<file path="src/rtl/cra_pkg.sv">
// cra_pkg: shared constants and elaboration checks for the pipelined carry-ripple adder
package cra_pkg;
  localparam logic SUB_OP = 1'b1;
  // A width splits cleanly only when every stage gets an equal, non-empty chunk.
  function automatic bit chunk_ok(input int n, input int stages);
    return stages >= 1 && stages <= n && (n % stages) == 0;
  endfunction
endpackage

</file>
<file path="src/rtl/cra_chunk.sv">
// cra_chunk: combinational W-bit ripple-carry adder built from full-adder bits
module cra_chunk #(
  parameter int W = 8
) (
  input  logic         cin,
  input  logic [W-1:0] a,
  input  logic [W-1:0] b,
  output logic [W-1:0] s,
  output logic         cout
);
  logic c;
  // Ripple the carry through one full adder per bit.
  always_comb begin
    c = cin;
    s = '0;
    for (int i = 0; i < W; i++) begin
      s[i] = a[i] ^ b[i] ^ c;
      c = (a[i] & b[i]) | (c & (a[i] ^ b[i]));
    end
    cout = c;
  end
endmodule

</file>
<file path="src/rtl/cra_pipe.sv">
// cra_pipe: pipelined carry-ripple adder/subtractor, one chunk per stage, valid/ready flow control
module cra_pipe
  import cra_pkg::*;
#(
  parameter int N      = 32,
  parameter int STAGES = 4
) (
  input  logic         clk,
  input  logic         rst_n,
  input  logic         in_valid,
  output logic         in_ready,
  input  logic [N-1:0] a,
  input  logic [N-1:0] b,
  input  logic         cin,
  input  logic         sub,
  output logic         out_valid,
  input  logic         out_ready,
  output logic [N-1:0] s,
  output logic         cout,
  output logic         ovf
);
  localparam int W = N / STAGES;

  if (!chunk_ok(N, STAGES)) begin : g_bad
    $error("cra_pipe: N must be a positive multiple of STAGES");
  end

  logic [STAGES-1:0] v, c, rdy, uv, uc, co;
  logic [N-1:0]      sr [STAGES];
  logic [N-1:0]      ar [STAGES];
  logic [N-1:0]      br [STAGES];
  logic [N-1:0]      us [STAGES];
  logic [N-1:0]      ua [STAGES];
  logic [N-1:0]      ub [STAGES];
  logic [N-1:0]      ns [STAGES];
  logic [W-1:0]      cs [STAGES];
  logic              full;

  // Upstream view of every stage: stage 0 sees the (conditioned) inputs, others their predecessor.
  always_comb begin
    uv[0] = in_valid;
    uc[0] = sub == SUB_OP ? ~cin : cin;
    ua[0] = a;
    ub[0] = sub == SUB_OP ? ~b : b;
    us[0] = '0;
    for (int k = 1; k < STAGES; k++) begin
      uv[k] = v[k-1];
      uc[k] = c[k-1];
      ua[k] = ar[k-1];
      ub[k] = br[k-1];
      us[k] = sr[k-1];
    end
  end

  for (genvar k = 0; k < STAGES; k++) begin : g_st
    cra_chunk #(.W(W)) u_chunk (
      .cin  (uc[k]),
      .a    (ua[k][k*W +: W]),
      .b    (ub[k][k*W +: W]),
      .s    (cs[k]),
      .cout (co[k])
    );
  end

  // Each stage passes the lower sum chunks along and fills in its own chunk.
  always_comb begin
    for (int k = 0; k < STAGES; k++) begin
      ns[k] = us[k];
      ns[k][k*W +: W] = cs[k];
    end
  end

  // A stage can load unless it and every stage downstream is full and the consumer stalls.
  always_comb begin
    full = 1'b1;
    rdy  = '0;
    for (int k = STAGES - 1; k >= 0; k--) begin
      full   = full && v[k];
      rdy[k] = out_ready || !full;
    end
  end

  // Stage registers: load from upstream when ready (collapsing bubbles), otherwise hold.
  always_ff @(posedge clk or negedge rst_n) begin
    if (!rst_n) begin
      v <= '0;
      c <= '0;
      for (int k = 0; k < STAGES; k++) begin
        sr[k] <= '0;
        ar[k] <= '0;
        br[k] <= '0;
      end
    end else begin
      for (int k = 0; k < STAGES; k++) begin
        if (rdy[k]) begin
          v[k]  <= uv[k];
          c[k]  <= co[k];
          sr[k] <= ns[k];
          ar[k] <= ua[k];
          br[k] <= ub[k];
        end
      end
    end
  end

  assign in_ready  = rdy[0];
  assign out_valid = v[STAGES-1];
  assign s         = sr[STAGES-1];
  assign cout      = c[STAGES-1];
  assign ovf       = (ar[STAGES-1][N-1] == br[STAGES-1][N-1]) && (sr[STAGES-1][N-1] != ar[STAGES-1][N-1]);
endmodule

</file>
<file path="config.mk">
export PLATFORM = sky130hd
export DESIGN_NAME = cra_pipe
export DESIGN_NICKNAME = d
export VERILOG_FILES = /design/src/rtl/cra_pkg.sv /design/src/rtl/cra_chunk.sv /design/src/rtl/cra_pipe.sv
export SDC_FILE = /design/constraint.sdc
export NUM_CORES = 1
export LEC_CHECK = 0
export BUFFER_PORTS_ARGS = -buffer_cell sky130_fd_sc_hd__buf_4
export CAP_MARGIN = 20
export CORE_MARGIN = 3
export CORE_UTILIZATION = 50
export CTS_CLUSTER_DIAMETER = 60
export DETAILED_ROUTE_END_ITERATION = 10
export PLACE_DENSITY = 0.71
export SYNTH_ARGS = -nofsm -noshare
export SYNTH_HDL_FRONTEND = slang
export SYNTH_HIERARCHICAL = 1
export SYNTH_SLANG_ARGS = --single-unit
</file>
<file path="constraint.sdc">
create_clock -name clk -period 7.6 [get_ports clk]
set_input_delay 1.14 -clock clk [delete_from_list [all_inputs] [get_ports clk]]
set_output_delay 1.14 -clock clk [all_outputs]
set_load 0.05 [all_outputs]
</file>
=== Word-level counts from Yosys, hierarchy flattened ===
Index checks and enable logic that the tools add are counted.

* Register bits after elaboration: 344
* Bits in latches: 0
* Memory bits (writable): 0
* ROM bits: 0
* Bits of input ports: 70
* Output and inout bits: 36
* Logic and storage cells: 198
* Memories kept: 0

* Add/subtract/negate cells: 0
* $mul: 0
* Div/mod/pow operators: 0
* Order comparisons: 0
* Equal/unequal tests: 2
* Shift-type cells: 0
* Muxes and demuxes: 2
* Bitwise operators: 162
* Reduce and logical (&&, ||, !) cells: 12

{| class="wikitable"
|+ Operators by type and width
! kind !! count
|-
| AND 1 bit || 64
|-
| XOR 1 bit || 64
|-
| two-way mux 32 bit || 1
|-
| inverter 32 bit || 1
|-
| OR 1 bit || 32
|-
| logical AND 1 bit || 4
|-
| logical NOT 1 bit || 4
|-
| logical OR 1 bit || 4
|-
| equality test 1 bit || 1
|-
| two-way mux 1 bit || 1
|-
| != test 1 bit || 1
|-
| inverter 1 bit || 1
|}

=== Logic depth before layout (Yosys ltp) ===
* Depth after elaboration: 19
* Depth in mapped cells: 16
* Mapped depth without buffers: 14

=== Hierarchy ===
Netlist, hierarchy kept.

{| class="wikitable"
|+ By module, submodules not included
! module !! instances !! cells an instance !! area each (µm²) !! seq. area each (µm²)
|-
| cra_pipe || 1 || 571 || 7218.2 || 4654.5
|-
| cra_chunk || 4 || 18 || 197.7 || 0.0
|}

=== Worst setup path after synthesis ===
OpenSTA, ideal clock, no wires.

* Path type: input to register
* Start point: in sub
* End point: reg sr (netlist bit ns[71])
* Setup time: 0.064 ns
* Arrival: 4.891 ns
* Data required time: 7.536 ns
* Setup slack: 2.644 ns
* Stages: 16
* Buffers on the path: 2
* Cell sequence: clkbuf_1 > buf_2 > xor2_1 > fa_1 > inv_1 > fa_1 > inv_1 > fa_1 > fa_1 > fa_1 > fa_1 > fa_1 > inv_1 > fa_1 > inv_1 > mux2_2

{| class="wikitable"
|+ RTL lines
! item !! line !! source
|-
| from (decl) || cra_pipe.sv:15 || <nowiki>input logic sub,</nowiki>
|-
| to (signal, indexed assignment) || cra_pipe.sv:98 || <nowiki>sr[k] <= ns[k];</nowiki>
|-
| to (decl) || cra_pipe.sv:29 || <nowiki>logic [N-1:0] sr [STAGES];</nowiki>
|}

==> metrics.yaml <==
number_of_pins_with_negative_max_slew_slack_in_the_final_report: 0
worst_hold_path_type: "reg2reg"
endpoint_kind: "register"
category_of_the_worst_setup_path_launch_point: "input port"
synth_top_cell_by_area: "sky130_fd_sc_hd__dfrtp_1"
antenna_cells: 0
full_die_area_sq_um: 17600
die-height_um: 133
clk_latency_ns: 0.42
grt.overflow.total: 0
ir_drop_uv: 196
filler_instances: 1232
floorplan.die.width_um: 133
cell_count_of_the_worst_reg_to_reg_path: 13
post_drt_via_cell_ratio: 4.99
groute.usage.overall_pct: 18.2
post-synth-top-area-fraction_pct: 58.1
critical-path-top-delay-family: "adder cells"
firstDrtPassIters: 4
rsz0062_at_grt: "false"
route.detailed.drc: 0
timing.final.crit_period_ns: 4.78
finalWirelength_um: 14800
clock-root-buffer: "sky130_fd_sc_hd__clkbuf_16"
finalNonFillerCells: 961
placed_cells: 929
cts_num_sinks: 186
met1_usage_pct: 23.8
critical_path_peak_fanout: 33
totalPowerFinal_uw: 3420
clkTransAtPathRegs_ns: 0.06
num_vias: 4798
h-tree-depth: 4
core-area_sq_um: 15400
cpMostUsedCell: "sky130_fd_sc_hd__fa_1"
number_of_antenna_violations_at_the_first_check_in_global_routing: 0
cp_num_buf_inv: 5
ys_types: 22
yosysWarningCount: 6
timing.critical_path.arrival_ns: 5.13
part_of_the_yosys_area_used_for_sequential_elements_pct: 58.1
postCtsSetupRepairBufs: 0
power_density_nw_per_um2: 359
wire_length_of_the_first_global_routing_pass_um: 25600
ys_ff_latch: 186
tritoncts.num_buffers: 17
grt_use_met3_pct: 5.48
initial_core_utilization_pct: 51.9
worst-slew-pin-transition_ns: 1.01
maxClockFrequency_mhz: 209
hold_buffers: 0
gate_count_after_technology_mapping: 643
finClkSkew_ns: 0.0114
grt_max_degree: 108
ys_top_cells_by_area: "sky130_fd_sc_hd__dfrtp_1 58%, sky130_fd_sc_hd__mux2_2 11%, sky130_fd_sc_hd__fa_1 8.0%"
clock_path_buffers: 2
total_leakage_power_uw: 0.00450
detailedPlacementHpwl_um: 9650
crit_path_max_incr_delay_ns: 0.45
maxCapViolations: 0
final_routed_wire_length_divided_by_cell_count_um: 15.4
critical-path-slowest-cell: "sky130_fd_sc_hd__buf_4"
flow.area_growth_from_synthesis_pct: 18.8
run_status: "complete, no violations"
worstSetupPathType: "in2reg"
row_count: 45
synth_area_sq_um: 8010
post_route_cells_drive_above_1_share_pct: 30.0
synthesized_netlist_net_count: 745
cp.required_ns: 7.96
gr-usage-met2_pct: 30.1
setup_viol: 0
path_depth: 15
share_of_the_cycle_needed_by_the_critical_path_after_routing_pct: 62.8
holdPathStages: 2
crit_path_cell_trace: "buf_4, xor2_1, fa_1, inv_1, fa_1, inv_1, fa_1, fa_1, fa_1, fa_1, fa_1, inv_1, fa_1, inv_1, mux2_2"
antenna_violating_nets_post_route: 0
tritoncts: "done"
drt_first_iter_violations: 208
final_nets: 839
gp_routability_congestion: 0.734
hold_violation_count_in_the_final_report: 0
timing.max_slew.rel_slack_pct: 32.5
cts_repair_resize_count: 0
num_io_pins: 106
mean_area_per_synthesized_cell_sq_um: 12.5
most_congested_layer_reported_by_global_routing: "met2"
place.port_buffers: 105
first_global_vias: 5135
final.setup.tns_ns: 0
==> worst reg2reg max path, cell delays in order (launching register included) <==
cell                      delay [ns]
sky130_fd_sc_hd__dfrtp_1        0.40
sky130_fd_sc_hd__fa_1           0.43
sky130_fd_sc_hd__inv_1          0.09
sky130_fd_sc_hd__fa_1           0.17
sky130_fd_sc_hd__inv_1          0.06
sky130_fd_sc_hd__fa_1           0.38
sky130_fd_sc_hd__fa_1           0.39
sky130_fd_sc_hd__fa_1           0.41
sky130_fd_sc_hd__fa_1           0.40
sky130_fd_sc_hd__fa_1           0.36
sky130_fd_sc_hd__inv_1          0.08
sky130_fd_sc_hd__fa_1           0.41
sky130_fd_sc_hd__inv_1          0.06
sky130_fd_sc_hd__mux2_2         0.13
==> cell usage in the layout, fill, tap and decap left out <==
master,netlist,final
sky130_fd_sc_hd__dfrtp_1,186,186
sky130_fd_sc_hd__nand2_1,149,149
sky130_fd_sc_hd__buf_4,1,108
sky130_fd_sc_hd__mux2_2,81,81
sky130_fd_sc_hd__inv_1,40,40
sky130_fd_sc_hd__fa_1,32,32
sky130_fd_sc_hd__mux2_1,28,28
sky130_fd_sc_hd__o21ai_0,25,25
sky130_fd_sc_hd__xnor2_1,24,24
sky130_fd_sc_hd__nand3_1,24,24
sky130_fd_sc_hd__clkbuf_16,0,17
sky130_fd_sc_hd__xor2_1,9,9
sky130_fd_sc_hd__inv_6,0,6
sky130_fd_sc_hd__nand2b_1,5,4
sky130_fd_sc_hd__clkbuf_8,0,3
sky130_fd_sc_hd__clkinv_4,0,3
sky130_fd_sc_hd__and4b_2,0,1
sky130_fd_sc_hd__and2_1,1,1
sky130_fd_sc_hd__inv_4,1,1
sky130_fd_sc_hd__nor2_1,1,1
sky130_fd_sc_hd__nand2b_2,0,1
sky130_fd_sc_hd__nand4b_1,1,1
sky130_fd_sc_hd__nand3b_1,1,1
sky130_fd_sc_hd__inv_8,0,1
sky130_fd_sc_hd__bufinv_16,0,1
sky130_fd_sc_hd__clkinvlp_4,0,1
sky130_fd_sc_hd__clkinv_2,0,1
==> logic make-up after synthesis <==
family / synth area share (%)
DFF: 58.1
and+or+nand+nor: 9.33
muxes: 15.3
buffers and inverters: 4.06
xor gates and xnor gates: 3.61
adders and majority gates: 8.00
AOI/OAI and AO/OA: 1.56
==> per-stage QoR <==
step | hold WS (ns) | area [sq um] | util, % | worst slack [ns]
2_1_floorplan | 0.433 | 8010 | - | 2.64
3_3_place_gp | 0.444 | 8930 | 57.9 | 2.53
3_5_place_dp | 0.454 | 8930 | 57.9 | 2.38
4_1_cts | 0.471 | 9520 | 61.7 | 2.82
5_1_grt | 0.493 | 9520 | 61.7 | 2.72
6_report | 0.465 | 9520 | 61.7 | 2.82
==> cell type report <==
class / count / area [sq um] / area share, %
clock buffers: 19 / 453 / 4.76
clock inverters: 13 / 133 / 1.39
inverters: 41 / 156 / 1.64
multi-input cells: 382 / 3030 / 31.9
flip-flops and latches: 186 / 4650 / 48.9
well taps: 211 / 264 / 2.77
repair buffers: 109 / 825 / 8.66
==> cell usage after synthesis, drive strengths merged <==
library cell,number
nand3b,1
inv,41
buf,21
nand3,24
mux2,109
nand4b,1
and2,1
dfrtp,186
and4b,1
fa,32
xor2,9
xnor2,24
nand2b,5
clkbuf,13
o21ai,25
nor2,1
nand2,149
==> power by group <==
part	total [uW]	switching [uW]	internal, uW
Combinational	1070	636	438
Clock	867	388	479
Sequential	1470	182	1290
==> sequential cells by signal, indices dropped and copies added (netlist names) <==
name and count:
ar 49, br 49, c 4, ns 48
s 32, v 4
==> routing by layer <==
| layer | wire length, um | part of all wire [%] |
|---|---|---|
| met1 | 6540 | 44 |
| met2 | 7480 | 50 |
| met3 | 655 | 4.4 |
| met4 | 161 | 1.1 |
| met5 | 0 | 0 |
==> worst paths after layout <==
| kind | slack (ns) | from | to |
|---|---|---|---|
| min | 0.47 | br[87]$_DFFE_PN0P_ | br[87]$_DFFE_PN0P_ |
| max | 2.82 | sub | ns[71]$_DFFE_PN0P_ |
| min in group asynchronous | 0.80 | rst_n | ar[114]$_DFFE_PN0P_ |
| min reg2reg | 0.47 | br[87]$_DFFE_PN0P_ | br[87]$_DFFE_PN0P_ |
| max in group asynchronous | 5.34 | rst_n | ns[68]$_DFFE_PN0P_ |
| max reg2reg | 3.78 | ar[80]$_DFFE_PN0P_ | ns[23]$_DFFE_PN0P_ |
(Power assumes the default switching activity.)
